## src/rtl/pulse_train_gen.sv

```systemverilog
// pulse_train_gen: emits a burst of N rectangular pulses with programmable high/low phase lengths.
// Optional abort input is enabled by defining PULSE_TRAIN_ABORT_EN.
module pulse_train_gen #(
   parameter int COUNT_WIDTH = 32,
   parameter int TIME_WIDTH  = 16
) (
   input  logic                   clk_in,
   input  logic                   rst_in,
   input  logic                   start_in,
   input  logic [COUNT_WIDTH-1:0] count_in,
   input  logic [TIME_WIDTH-1:0]  high_in,
   input  logic [TIME_WIDTH-1:0]  low_in,
`ifdef PULSE_TRAIN_ABORT_EN
   input  logic                   abort_in,
`endif
   output logic                   signal_out,
   output logic                   busy_out,
   output logic                   done_out,
   output logic [COUNT_WIDTH-1:0] sent_out
);

   typedef enum logic [1:0] {
      IDLE = 2'd0,
      HIGH = 2'd1,
      LOW  = 2'd2,
      DONE = 2'd3
   } state_t;

   state_t                 state_r, state_s;
   logic [COUNT_WIDTH-1:0] count_r, count_s;
   logic [COUNT_WIDTH-1:0] sent_r, sent_s;
   logic [TIME_WIDTH-1:0]  high_r, high_s;
   logic [TIME_WIDTH-1:0]  low_r, low_s;
   logic [TIME_WIDTH-1:0]  phase_r, phase_s;
   logic                   signal_r, signal_s;
   logic                   busy_r, busy_s;
   logic                   done_r, done_s;
   logic                   abort_s;

`ifdef PULSE_TRAIN_ABORT_EN
   assign abort_s = abort_in;
`else
   assign abort_s = 1'b0;
`endif

   // Next-state and next-output logic; outputs are computed here and registered below.
   always_comb begin
      state_s  = state_r;
      count_s  = count_r;
      high_s   = high_r;
      low_s    = low_r;
      phase_s  = phase_r;
      sent_s   = sent_r;
      signal_s = 1'b0;
      busy_s   = 1'b0;
      done_s   = 1'b0;
      case (state_r)
         IDLE: begin
            if (start_in) begin
               count_s = count_in;
               // Zero-length phases are stretched to one cycle so the countdown never wraps.
               high_s  = (high_in == {TIME_WIDTH{1'b0}}) ? TIME_WIDTH'(1) : high_in;
               low_s   = (low_in == {TIME_WIDTH{1'b0}}) ? TIME_WIDTH'(1) : low_in;
               sent_s  = {COUNT_WIDTH{1'b0}};
               if (count_in == {COUNT_WIDTH{1'b0}}) begin
                  state_s = DONE;
                  done_s  = 1'b1;
               end else begin
                  state_s  = HIGH;
                  signal_s = 1'b1;
                  busy_s   = 1'b1;
                  sent_s   = COUNT_WIDTH'(1);
                  phase_s  = high_s - TIME_WIDTH'(1);
               end
            end else begin
               state_s = IDLE;
            end
         end
         HIGH: begin
            if (abort_s) begin
               state_s = DONE;
               done_s  = 1'b1;
            end else if (phase_r == {TIME_WIDTH{1'b0}}) begin
               state_s = LOW;
               busy_s  = 1'b1;
               phase_s = low_r - TIME_WIDTH'(1);
            end else begin
               signal_s = 1'b1;
               busy_s   = 1'b1;
               phase_s  = phase_r - TIME_WIDTH'(1);
            end
         end
         LOW: begin
            if (abort_s) begin
               state_s = DONE;
               done_s  = 1'b1;
            end else if (phase_r == {TIME_WIDTH{1'b0}}) begin
               // sent_r counts pulses started, so the comparison cannot overflow at the max count.
               if (sent_r < count_r) begin
                  state_s  = HIGH;
                  signal_s = 1'b1;
                  busy_s   = 1'b1;
                  sent_s   = sent_r + COUNT_WIDTH'(1);
                  phase_s  = high_r - TIME_WIDTH'(1);
               end else begin
                  state_s = DONE;
                  done_s  = 1'b1;
               end
            end else begin
               busy_s  = 1'b1;
               phase_s = phase_r - TIME_WIDTH'(1);
            end
         end
         DONE: begin
            state_s = IDLE;
         end
         default: begin
            state_s = IDLE;
         end
      endcase
   end

   // State, configuration and output registers with synchronous reset.
   always_ff @(posedge clk_in) begin
      if (rst_in) begin
         state_r  <= IDLE;
         count_r  <= {COUNT_WIDTH{1'b0}};
         sent_r   <= {COUNT_WIDTH{1'b0}};
         high_r   <= {TIME_WIDTH{1'b0}};
         low_r    <= {TIME_WIDTH{1'b0}};
         phase_r  <= {TIME_WIDTH{1'b0}};
         signal_r <= 1'b0;
         busy_r   <= 1'b0;
         done_r   <= 1'b0;
      end else begin
         state_r  <= state_s;
         count_r  <= count_s;
         sent_r   <= sent_s;
         high_r   <= high_s;
         low_r    <= low_s;
         phase_r  <= phase_s;
         signal_r <= signal_s;
         busy_r   <= busy_s;
         done_r   <= done_s;
      end
   end

   assign signal_out = signal_r;
   assign busy_out   = busy_r;
   assign done_out   = done_r;
   assign sent_out   = sent_r;

endmodule

```

## config.mk

```make
export PLATFORM = sky130hd
export DESIGN_NAME = pulse_train_gen
export DESIGN_NICKNAME = d
export VERILOG_FILES = /design/src/rtl/pulse_train_gen.sv
export SDC_FILE = /design/constraint.sdc
export NUM_CORES = 1
export LEC_CHECK = 0
export CORE_ASPECT_RATIO = 2
export CORE_MARGIN = 3
export CORE_UTILIZATION = 40
export DETAILED_ROUTE_END_ITERATION = 10
export SLEW_MARGIN = 20
export SYNTH_ARGS = -nofsm -noshare
export SYNTH_HDL_FRONTEND = slang
export SYNTH_SLANG_ARGS = --single-unit
```

## constraint.sdc

```tcl
create_clock -name clk_in -period 3.56 [get_ports clk_in]
set_input_delay 0.534 -clock clk_in [delete_from_list [all_inputs] [get_ports clk_in]]
set_output_delay 0.534 -clock clk_in [all_outputs]
set_load 0.005 [all_outputs]
```

==> run metrics <==
startpoint types=flip-flop; CTS Sinks=117; GRT Total Usage=0.2555; Die ar.=20,150 um^2; die width=101.9 um; initial antenna violation count=0; Post-CTS Setup Bufs=0; Yosys cell types=64; Worst EP required=3870 ps; die span in y=197.8 um; Max Cap Violations=0; crit path capture=phase_r[14]; Initial Util=0.4116; Internal Power=3.726 mW; peak supply drop=0.0003543 V; clock buffer count from CTS=17; part of the cycle the worst path needs=0.8708; vias in the first global route=7,550; most frequent CP cell=a211oi_1; HPWL Detailed=19,540 um; CP top delay family=simple AND/OR/NAND/NOR gates; share of cells above drive strength 1=0.07840; ys async rst share=0; sw power=2.900 mW; slew margin rel.=0.2762; Ys Warns=0; final setup skew=8.815 ps; Remaining Overflow, GRT=0; status=complete, no violations; switch share=0.4376; Critical Path AT=3410 ps; max-slew violations=0; Largest stage delay, worst path=660 ps; Final #Nets=1,192; #FFs+latches synth=117; most common cell after layout, fill and taps aside=nand2_1; Sequential Power Share=0.269; r2r setup slk=460 ps; Comb pwr share=0.473; Reg2Reg Capture Point=phase_r[14]; # rows=69; Lkg Pwr=3.313 nW; Crit Path Max Fanout=6; DRT Pass-1 Iters=4; Clock Latency Late Sink=420 ps; CTS tree=yes; Post-DRT Antenna Nets=0; wire length per cell=19.33 um; Core ar.=17,870 um^2; Clk pwr share=0.258; area grow syn2layout=25.60%; Synth Instances=988; most frequent cells in the layout=nand2_1 (176), a21oi_1 (131), dfxtp_1 (117); endpoints failing hold=0; CP max-delay cell=or4b_2; Slew @ Worst Pin=1086 ps; RSZ-0062 raised after global routing=no; Tmin final=3100 ps; pre-CTS WS=331.3 ps; largest net degree at the start of global routing=59; Longest Clk Path Bufs=2; cts hold-fix bufs=0; Reg2Reg Launch Point=low_r[0]; routability-driven placement congestion ratio=0.9150; setup tns final=0 ps; port bufs=101; antenna fix cells=0; final setup violation count=0; Crit Path Class=reg -> reg; Peak Freq=322.6 MHz; average size of a mapped cell=7.445 um^2; ranking of synthesized cells by area=dfxtp_1 (32%), nand2_1 (9.0%), a21oi_1 (8.9%); Worst Setup SP=low_r[0]; cell chain of the critical path=inv_1 -> ha_1 -> or4b_2 -> nor4_1 -> xnor2_1 -> o211ai_1 -> a211oi_1 -> a211oi_1 -> mux2_2; I/O pin count=102; type of destination of the critical path=flip-flop; synthesized net count=1,096; CTS resizes=0; CTS clk-pin slew, worst paths=60 ps; root buffer cell=clkbuf_16; H-tree levels=4; Seq/Total Area, Yosys=0.3184; Post-synth EDFFs=0; Stages on worst setup path=9; Detailed Route WL=25,320 um; Synth top area share=0.3184; Via density=5.865; via count=7,683; first-pass GRT wire length=39,540 um; drc violations=0; Post-Syn Area=7356 um^2; cell taking the most area after synthesis=dfxtp_1; Primary FF master, synth=dfxtp_1; PwrDens=717.2 nW/um^2; Final WS setup=460.0 ps; worst reg2reg path depth=9; initial DRC count=278; Worst Hold Class=reg -> reg; crit path buf inv count=1
-- synthesized netlist by cell type (4+ instances only) --
cell	number
dfxtp_1	117
nor2b_1	4
nor3_1	22
o41ai_1	4
o211ai_1	8
a211oi_1	10
nand2_1	177
xnor2_1	21
a21oi_1	131
or4_1	19
a211o_1	4
nand3b_1	4
or4b_2	4
or3_1	22
nor3b_1	5
nand3_1	23
o21ai_0	54
buf_2	4
clkbuf_1	42
a31oi_1	8
and3_1	9
inv_1	47
xor2_1	25
buf_1	5
o31ai_1	16
a221oi_1	4
nand4_1	23
and2_1	9
nor4_1	26
nor2_1	40
ha_1	41
nand2b_1	7
-- layout make-up --
cell class,count,area [um^2]
fill,1799,8632
inverter,47,176.4
tap,213,266.5
timing repair buffer,130,1224
clock inverter,13,132.6
sequential,117,2342
multi-input combinational,771,4644
clock buffer,19,452.9
-- registers in the layout (all words and copies together), names as in the netlist --
| signal | count |
|---|---|
| busy_out | 1 |
| count_r | 32 |
| done_out | 1 |
| high_r | 16 |
| low_r | 16 |
| phase_r | 16 |
| sent_out | 32 |
| signal_out | 1 |
| state_r | 2 |
-- per-layer routing --
metal / vias up / GRT usage / share of wire
li1: 3768 / - / -
met1: 3598 / 0.2386 / 0.33
met2: 218 / 0.4835 / 0.55
met3: 99 / 0.03456 / 0.033
met4: 0 / 0.1903 / 0.079
met5: - / 0 / 0
-- power by group through the flow --
stage / Sequential [mW] / Clock (mW) / Combinational, mW
detailed placement: 1.80 / 0 / 3.09
CTS: 1.78 / 1.74 / 3.10
global route: 1.81 / 1.79 / 3.43
floorplan: 1.71 / 0 / 2.13
global placement: 1.80 / 0 / 3.08
finish: 1.79 / 1.71 / 3.13
-- logic make-up after synthesis --
kind of cell,share of synthesized area
buffers and inverters,0.05273
AO/OA/AOI/OAI,0.2179
multiplexers,0.002892
adder cells (fa/ha/maj),0.06974
AND/OR/NAND/NOR,0.2836
XOR/XNOR,0.05477
flip-flops,0.3184
-- metrics by stage --
| stage | instances | area (um^2) | util | total power, mW | hold WS [ps] |
|---|---|---|---|---|---|
| 2_1_floorplan | 988 | 7356 | - | 3.838 | 431.5 |
| 6_report | 1310 | 9239 | 0.5170 | 6.626 | 450.6 |
| 4_1_cts | 1310 | 9239 | 0.5170 | 6.622 | 453.7 |
| 3_5_place_dp | 1278 | 8653 | 0.4842 | 4.889 | 442.2 |
| 5_1_grt | 1310 | 9239 | 0.5170 | 7.035 | 468.2 |
| 3_3_place_gp | 1278 | 8653 | 0.4842 | 4.878 | 440.9 |
-- worst min-delay path by stage --
stage | from | slack (ps) | cells after the start | endpoint
2_1_floorplan | count_r[0] | 430 | 2 | count_r[0]
3_3_place_gp | count_r[0] | 440 | 2 | count_r[0]
3_5_place_dp | count_r[0] | 440 | 2 | count_r[0]
4_1_cts | count_r[5] | 450 | 2 | count_r[5]
5_1_grt | count_r[28] | 470 | 2 | count_r[28]
6_report | count_r[5] | 450 | 2 | count_r[5]
-- worst reg2reg max path, cell delays in order, from the launching register on --
cell and delay, ps:
dfxtp_1 360, inv_1 150, ha_1 260, or4b_2 660, nor4_1 310, xnor2_1 270, o211ai_1 130, a211oi_1 470
a211oi_1 90, mux2_2 280
Note: power is estimated with default switching activity, not from simulation.
